## src/rtl/tmds_ddr_serializer.sv

```systemverilog
// tmds_ddr_serializer
// Takes one 10-bit TMDS symbol per lane (red/green/blue) plus a fixed clock
// pattern and emits 2 bits per lane per clk_shift cycle. Each output pair is
// meant for a DDR output cell: [0] goes out in the first half-cycle, [1] in
// the second. A full symbol takes 5 cycles, pair 0 first (LSB first).
//
// Handshake (valid/ready): a triple transfers on a rising edge where both
// in_valid and in_ready are high. in_ready is high only in the last-pair
// cycle (phase 4). Upstream must hold in_red/in_green/in_blue stable while
// in_valid is high and in_ready is low; the data are not sampled in any
// other cycle. If no triple is offered when a new symbol is due, the control
// word C_idle_word is sent on the colour lanes instead and one underflow
// is recorded.
//
// dbg_phase mirrors the internal pair counter for observation only.

module tmds_ddr_serializer #(
  parameter logic [9:0] C_clock_word = 10'b0000011111,
  parameter logic [9:0] C_idle_word  = 10'b1101010100
) (
  input  logic        clk_shift,
  input  logic        rst,
  input  logic [9:0]  in_red,
  input  logic [9:0]  in_green,
  input  logic [9:0]  in_blue,
  input  logic        in_valid,
  output logic        in_ready,
  output logic [1:0]  out_clock,
  output logic [1:0]  out_red,
  output logic [1:0]  out_green,
  output logic [1:0]  out_blue,
  output logic        word_start,
  output logic        underflow,
  output logic [15:0] underflow_count,
  output logic [2:0]  dbg_phase
);

  // Pair index currently on the outputs runs 0..4; 4 is the load point.
  localparam logic [2:0]  LAST_PAIR = 3'd4;
  localparam logic [15:0] COUNT_MAX = 16'hFFFF;

  logic [9:0]  sr_clock_q, sr_clock_d;
  logic [9:0]  sr_red_q,   sr_red_d;
  logic [9:0]  sr_green_q, sr_green_d;
  logic [9:0]  sr_blue_q,  sr_blue_d;
  logic [2:0]  phase_q,    phase_d;
  logic        underflow_q, underflow_d;
  logic [15:0] count_q,    count_d;

  logic load_slot;
  logic starve;

  // Handshake and pair-position decode.
  always_comb begin
    load_slot  = (phase_q == LAST_PAIR);
    in_ready   = load_slot & ~rst;
    starve     = load_slot & ~in_valid;
    word_start = (phase_q == 3'd0);
  end

  // Next-state: shift by one pair, or load a fresh symbol on every lane at
  // once so the clock lane can never drift relative to the data lanes.
  always_comb begin
    sr_clock_d  = {2'b00, sr_clock_q[9:2]};
    sr_red_d    = {2'b00, sr_red_q[9:2]};
    sr_green_d  = {2'b00, sr_green_q[9:2]};
    sr_blue_d   = {2'b00, sr_blue_q[9:2]};
    phase_d     = phase_q + 3'd1;
    underflow_d = 1'b0;
    count_d     = count_q;

    if (load_slot) begin
      sr_clock_d = C_clock_word;
      phase_d    = 3'd0;
      if (in_valid) begin
        sr_red_d   = in_red;
        sr_green_d = in_green;
        sr_blue_d  = in_blue;
      end else begin
        sr_red_d    = C_idle_word;
        sr_green_d  = C_idle_word;
        sr_blue_d   = C_idle_word;
        underflow_d = 1'b1;
        if (count_q != COUNT_MAX) begin
          count_d = count_q + 16'd1;
        end
      end
    end else if (phase_q > LAST_PAIR) begin
      // Unreachable encodings fall back to the load point.
      phase_d = LAST_PAIR;
    end
  end

  // State registers; reset abandons any partially sent symbol.
  always_ff @(posedge clk_shift) begin
    if (rst) begin
      sr_clock_q  <= '0;
      sr_red_q    <= '0;
      sr_green_q  <= '0;
      sr_blue_q   <= '0;
      phase_q     <= LAST_PAIR;
      underflow_q <= 1'b0;
      count_q     <= '0;
    end else begin
      sr_clock_q  <= sr_clock_d;
      sr_red_q    <= sr_red_d;
      sr_green_q  <= sr_green_d;
      sr_blue_q   <= sr_blue_d;
      phase_q     <= phase_d;
      underflow_q <= underflow_d;
      count_q     <= count_d;
    end
  end

  // Outputs come straight from flops.
  always_comb begin
    out_clock       = sr_clock_q[1:0];
    out_red         = sr_red_q[1:0];
    out_green       = sr_green_q[1:0];
    out_blue        = sr_blue_q[1:0];
    underflow       = underflow_q;
    underflow_count = count_q;
    dbg_phase       = phase_q;
  end

endmodule

```

## config.mk

```make
export PLATFORM = sky130hd
export DESIGN_NAME = tmds_ddr_serializer
export DESIGN_NICKNAME = d
export VERILOG_FILES = /design/src/rtl/tmds_ddr_serializer.sv
export SDC_FILE = /design/constraint.sdc
export NUM_CORES = 1
export LEC_CHECK = 0
export ABC_AREA = 1
export BUFFER_PORTS_ARGS = -buffer_cell sky130_fd_sc_hd__buf_2
export CAP_MARGIN = 20
export CORE_MARGIN = 2
export CORE_UTILIZATION = 45
export DETAILED_ROUTE_END_ITERATION = 7
export GPL_TIMING_DRIVEN = 0
export PLACE_DENSITY = 0.8
export SYNTH_ARGS = -nofsm -noshare
export SYNTH_HDL_FRONTEND = slang
export SYNTH_SLANG_ARGS = --single-unit
export TNS_END_PERCENT = 5
```

## constraint.sdc

```tcl
create_clock -name clk_shift -period 1.9 [get_ports clk_shift]
set_input_delay 0.285 -clock clk_shift [delete_from_list [all_inputs] [get_ports clk_shift]]
set_output_delay 0.285 -clock clk_shift [all_outputs]
set_load 0.005 [all_outputs]
```

==> impl_metrics.ini, run 1 <==
[outcome]
status = complete, no violations

[critical_path]
rrSetupSlack_ps = 360
cp_max_fo = 10
r2r_start = dbg_phase[0]
cp.required_ps = 1620
arrival_ps = 1500
r2r_cells = 9
criticalPathCategory = register to output pin
worstSetupEndpointType = output pin
timing.rr.end = underflow_count[11]
start_kind = register

[finish]
fill_cells = 510
final_core_util_pct = 56.7
nets = 418
antenna-diode-count = 0
area_growth_pct = 22.0
drive_above_1_share_pct = 27.4

[sta]
hold_viol = 0
slew_violations = 0
period_minus_slack_ps = 1780
holdWs_ps = 187
rsz0062_at_grt = false
setup_violations = 0
setup_tns_ps = 0
clock.fmax_ghz = 0.560
fin_crit_sh_pct = 93.9
max_slew_margin_pct = 68.7
finalClockSkew_ps = 6.85
worstMarginPinSlew_ps = 469

[routing]
drc_errors = 0
drtIter0Drc = 114
ant_nets = 0
routedWlPerCell_um = 11.6
vias_per_cell = 4.90
num_vias = 2220
firstDrtPassIters = 5
routed_wl_um = 5260

[yosys]
synth-main-ff-cell = dfxtp_1
synthArstFlopShare_pct = 0
syn_area_sq_um = 2370
synth_top_area_share_pct = 44.7
yosysWarnings = 0
syn-mean-instance-area_sq_um = 7.58
ys_seq_area_share_pct = 44.7
synth_top_area_cell = dfxtp_1
syn_inst = 313
ys_seq_elements = 53
synth_nets = 349
synth.most_common_cell = nand2_1
synthDistinctLibCells = 27
synth-edff-count = 0
synthTopCellsByArea = dfxtp_1 45%, nand3_1 12%, nand2_1 10%
synth_common_cells = 63 x nand2_1, 55 x nand3_1, 53 x dfxtp_1, 52 x nor2_1, 21 x inv_1

[power_and_ir_drop]
p_comb_share_pct = 21.6
p_leak_nw = 1.42
pwr-share-clk_pct = 28.4
irDropWorstVdd_v = 0.000862
seqPwrFrac_pct = 50.0
p_sw_mw = 0.762
intPower_mw = 1.92
switching_share_pct = 28.4
p_per_area_nw_per_um2 = 926

[die]
start_util_pct = 46.5
coreArea_sq_um = 5110
fp.dieW_um = 76.6
core.rowCount = 26
ios = 63
die_area_sq_um = 5870
dieHeight_um = 76.6

[global_route]
antenna_found_initial = 0
gr-usage-all-layers_pct = 17.7
grt_start_max_net_pins = 17
grt_pass1_wl_um = 8450
grt.overflow.total = 0
grt_pass1_vias = 1941

[hold_path]
worstHoldStart = in_blue[6]
hold_class = primary input to register
hold_end = sr_blue_q[6]
holdPathStages = 3

[placement]
place.gp.congestion = 0.860
post-dp-hpwl_um = 3880
port_buffers = 61

[clock_network]
clock_tree.htree_level_count = 2
clk_pin_slew_worst_paths_ps = 90
cts_buffer_depth = 2
clock_latency_ps = 300
cts.sinks = 53
cts_buffers = 5
clockRootBuffer = clkbuf_8
cts_tree = yes

[job]
max_cap_viol_count = 0
## worst max-delay path by stage
stage	startpoint	endpoint	slack, ps	cells after the start
final	dbg_phase[0]	in_ready	120	6
after global routing	dbg_phase[0]	in_ready	20	6
after CTS	dbg_phase[0]	in_ready	10	6
after detailed placement	dbg_phase[0]	in_ready	180	6
after global placement	dbg_phase[0]	in_ready	220	6
after floorplan	dbg_phase[0]	in_ready	530	5
## flip-flops by register name (all words and copies together) (netlist names)
name / flops
sr_blue_q: 10
underflow_count: 16
sr_green_q: 10
dbg_phase: 3
underflow: 1
sr_red_q: 10
sr_clock_q: 3
## repair_timing
action	4_1_cts	5_1_grt
setup buffers	0	1
pin swaps	0	1
cloned	0	0
gates resized for setup	2	1
hold buffers	0	0
endpoints found under the setup margin	1	1
## final cells by class
| cell class | count | area [sq um] | share of cell area [%] |
|---|---|---|---|
| buffer | 21 | 149 | 5.14 |
| inverter | 23 | 86.3 | 2.98 |
| multi-input combinational | 216 | 1090 | 37.6 |
| clock inverter | 2 | 38.8 | 1.34 |
| tap | 70 | 87.6 | 3.02 |
| timing repair buffer | 62 | 313 | 10.8 |
| clock buffer | 6 | 72.6 | 2.51 |
| sequential | 53 | 1060 | 36.6 |
## layout by cell type, fill, tap and decap left out, drive strengths merged
cell	n
nor3	1
nor2	59
a21oi	13
ha	3
nand2	65
dfxtp	53
clkbuf	10
nand4	1
bufinv	1
nand3	62
o21ai	9
or2	1
nand3b	2
clkinv	2
inv	22
buf	79
## critical path: stages, from the launching register on
cell	delay [ps]
dfxtp_1	350
inv_1	60
ha_1	210
nand2_4	130
nor2_4	160
buf_6	160
buf_2	120
## per-layer routing
layer	vias to the layer above	routed length, um	GRT usage, %	share of wire (%)
met5	-	0	0	0
met4	0	57	7.09	1.1
met3	4	205	2.96	3.9
met2	53	2640	30.2	50
met1	1027	2360	22.3	45
li1	1136	-	-	-
## power groups by stage
stage	logic, mW	registers (mW)	clock network [mW]
5_1_grt	0.648	1.36	0.819
3_3_place_gp	0.548	1.36	0
3_5_place_dp	0.562	1.37	0
2_1_floorplan	0.376	1.36	0
6_report	0.580	1.34	0.762
4_1_cts	0.571	1.34	0.782
## cell families (layout without fill, tap and decap cells)
kind of cell	Yosys count	count (layout)	share of synthesized area (%)
compound gates	22	22	4.64
fa+ha+maj	3	3	1.58
buf+inv	44	114	9.65
flops	53	53	44.7
simple gates	191	191	39.4
## stage by stage
step | setup slack [ps] | std cells | instance area (sq um) | power, mW
after global routing | 17.0 | 453 | 2900 | 2.82
after global placement | 216 | 444 | 2770 | 1.91
final | 115 | 453 | 2900 | 2.68
after CTS | 14.6 | 452 | 2890 | 2.69
after floorplan | 532 | 313 | 2370 | 1.73
after detailed placement | 181 | 444 | 2770 | 1.93
No activity file was read; power rests on OpenSTA's default activity.
==> run 2, diff against run 1 <==
- ABC_AREA: 1 -> 0
- PLACE_DENSITY: 0.8 -> 0.81
- SETUP_SLACK_MARGIN: unset -> 0.15
==> run 2 against run 1 <==
Net effect:
- clock-buffer cell count fell by 1
- synthesized cell count fell by 29%
- routed wire length decreased by 7.2%
- maximum frequency is 0.53% lower
- combinational power is 45% lower
- sequential share of layout area grew 2.3 points
- utilization increased by 4.9 points
- synthesized area down 10%
- clock power shrank 15%
- global-route usage up 0.70 points
- power shrank 18%
- critical path type is now register to register
==> impl_metrics.ini, run 2 <==
[yosys]
synth-main-ff-cell = dfxtp_1
yosysWarnings = 0
synthArstFlopShare_pct = 0
ys_seq_elements = 53
syn_area_sq_um = 2120
ys_seq_area_share_pct = 49.9
syn-mean-instance-area_sq_um = 9.53
syn_inst = 223
synth_top_area_share_pct = 49.9
synth_common_cells = 53 x dfxtp_1, 23 x inv_1, 20 x nor2_1, 15 x a22o_1, 14 x a21oi_1
synthTopCellsByArea = dfxtp_1 50%, a22o_1 6.2%, inv_1 4.1%
synth-edff-count = 0
synth.most_common_cell = dfxtp_1
synth_top_area_cell = dfxtp_1
synth_nets = 259
synthDistinctLibCells = 37

[power_and_ir_drop]
p_sw_mw = 0.574
seqPwrFrac_pct = 55.8
switching_share_pct = 26.3
p_per_area_nw_per_um2 = 799
intPower_mw = 1.61
pwr-share-clk_pct = 29.5
p_comb_share_pct = 14.7
irDropWorstVdd_v = 0.000535
p_leak_nw = 1.28

[sta]
worstMarginPinSlew_ps = 520
clock.fmax_ghz = 0.557
rsz0062_at_grt = true
max_slew_margin_pct = 65.3
finalClockSkew_ps = 2.38
hold_viol = 0
slew_violations = 0
setup_violations = 0
setup_ws_ps = 106
period_minus_slack_ps = 1790
fin_crit_sh_pct = 94.4

[clock_network]
clk_pin_slew_worst_paths_ps = 100
clockRootBuffer = clkbuf_8
cts.sinks = 53
cts_buffer_depth = 2
clock_latency_ps = 310
cts_tree = yes
clock_tree.htree_level_count = 2
cts_buffers = 5

[finish]
area_growth_pct = 28.8
nets = 336
antenna-diode-count = 0
drive_above_1_share_pct = 37.2
final_common_cell = buf_2
largest_reg_flops = 16
final_core_util_pct = 61.6
mostFrequentLayoutCells = 63 x buf_2, 50 x dfxtp_1, 21 x inv_1

[die]
start_util_pct = 47.8
fp.dieW_um = 72.7
coreArea_sq_um = 4440
dieHeight_um = 72.7
ios = 63
die_area_sq_um = 5290
core.rowCount = 24

[routing]
wl_met1_um = 2050
routed_wl_um = 4880
ant_nets = 0
firstDrtPassIters = 4
maxUsedRoutingLayer = met4
drc_errors = 0
drtIter0Drc = 105
num_vias = 1891
route.met3.wl_um = 237
routedWlPerCell_um = 13.8
met2_length_um = 2470
vias_per_cell = 5.36

[global_route]
grt_pass1_vias = 1679
gr-usage-all-layers_pct = 18.4
grt.overflow.total = 0
antenna_found_initial = 0
grt_pass1_wl_um = 7570
grt_start_max_net_pins = 18

[placement]
port_buffers = 61
place.gp.congestion = 0.824
post-dp-hpwl_um = 3250
dpl_worst_slack_ps = -53.7

[critical_path]
cp_max_fo = 6
criticalPathCategory = register to register
arrival_ps = 1980
worstSetupEndpointType = register
r2r_start = underflow_count[0]
start_kind = register
cp.required_ps = 2080
worstSetupStartpoint = underflow_count[0]

[hold_path]
worstHoldStart = in_red[1]
hold_class = primary input to register

[outcome]
status = complete, no violations

[job]
max_cap_viol_count = 0
## run 2: cell count changes in the layout (fill, tap and decap cells not counted), sizes merged, moves of 5 or more
cell / delta
a311oi: +9
nand4: +5
nand3: -60
nand2: -60
nor2: -39
or4: +5
a22o: +15
## run 2: path summary, 6_finish.rpt
check	cells after the start	slack [ps]	to
max	5	110	underflow_count[10]
min	2	180	sr_red_q[1]
max reg2reg	5	110	underflow_count[10]
min reg2reg	1	460	sr_green_q[7]
## run 2: final cells by class
class	count	area, sq um
Tap cell	52	65.1
Multi-Input combinational cell	127	923
Sequential cell	53	1060
Clock inverter	3	21.3
Inverter	23	86.3
Timing Repair Buffer	70	373
Fill cell	401	1710
Clock buffer	5	68.8
Buffer	20	134
## run 2: worst max-delay path: stages, from the launching register on
cell and delay [ps]:
dfxtp_1 410, ha_1 220, nand4_1 120, or3_4 420
o311ai_0 360, o41ai_1 140
## run 2: metal layers
metal / vias to the layer above / GRT usage (%)
li1: 947 / -
met2: 60 / 31.0
met5: - / 0
met4: 0 / 9.47
met1: 871 / 22.8
met3: 13 / 2.76
## run 2: what timing repair did
item                       CTS  global route
gates resized for setup     12            11
setup endpoints to repair   23            26
pin swaps                    1             4
hold buffers                 0             0
buffers inserted             4             5
## run 2: kinds of logic (layout without fill, tap and decap cells)
group / after synthesis / count (layout) / synth area share (%)
AO/OA/AOI/OAI: 56 / 56 / 19.4
adder cells (fa/ha/maj): 3 / 3 / 1.77
buffers and inverters: 43 / 121 / 9.25
flip-flops: 53 / 53 / 49.9
multiplexers: 3 / 3 / 1.59
AND/OR/NAND/NOR: 65 / 65 / 18.1
## run 2: power by group through the flow
stage          clock network (mW)  registers, mW  logic [mW]
2_1_floorplan                   0           1.24       0.171
3_3_place_gp                    0           1.24       0.264
3_5_place_dp                    0           1.25       0.271
4_1_cts                     0.654           1.22       0.303
5_1_grt                     0.691           1.23       0.360
6_report                    0.645           1.22       0.321
## run 2: metrics by stage
| step | cells | hold WS, ps | power (mW) | TNS [ps] | cell area (sq um) |
|---|---|---|---|---|---|
| final | 353 | 178 | 2.19 | 0 | 2740 |
| after floorplan | 223 | 411 | 1.41 | 0 | 2120 |
| after detailed placement | 336 | 435 | 1.52 | -458 | 2490 |
| after global placement | 336 | 421 | 1.51 | -619 | 2490 |
| after global routing | 353 | 179 | 2.28 | 0 | 2740 |
| after CTS | 348 | 175 | 2.18 | 0 | 2660 |
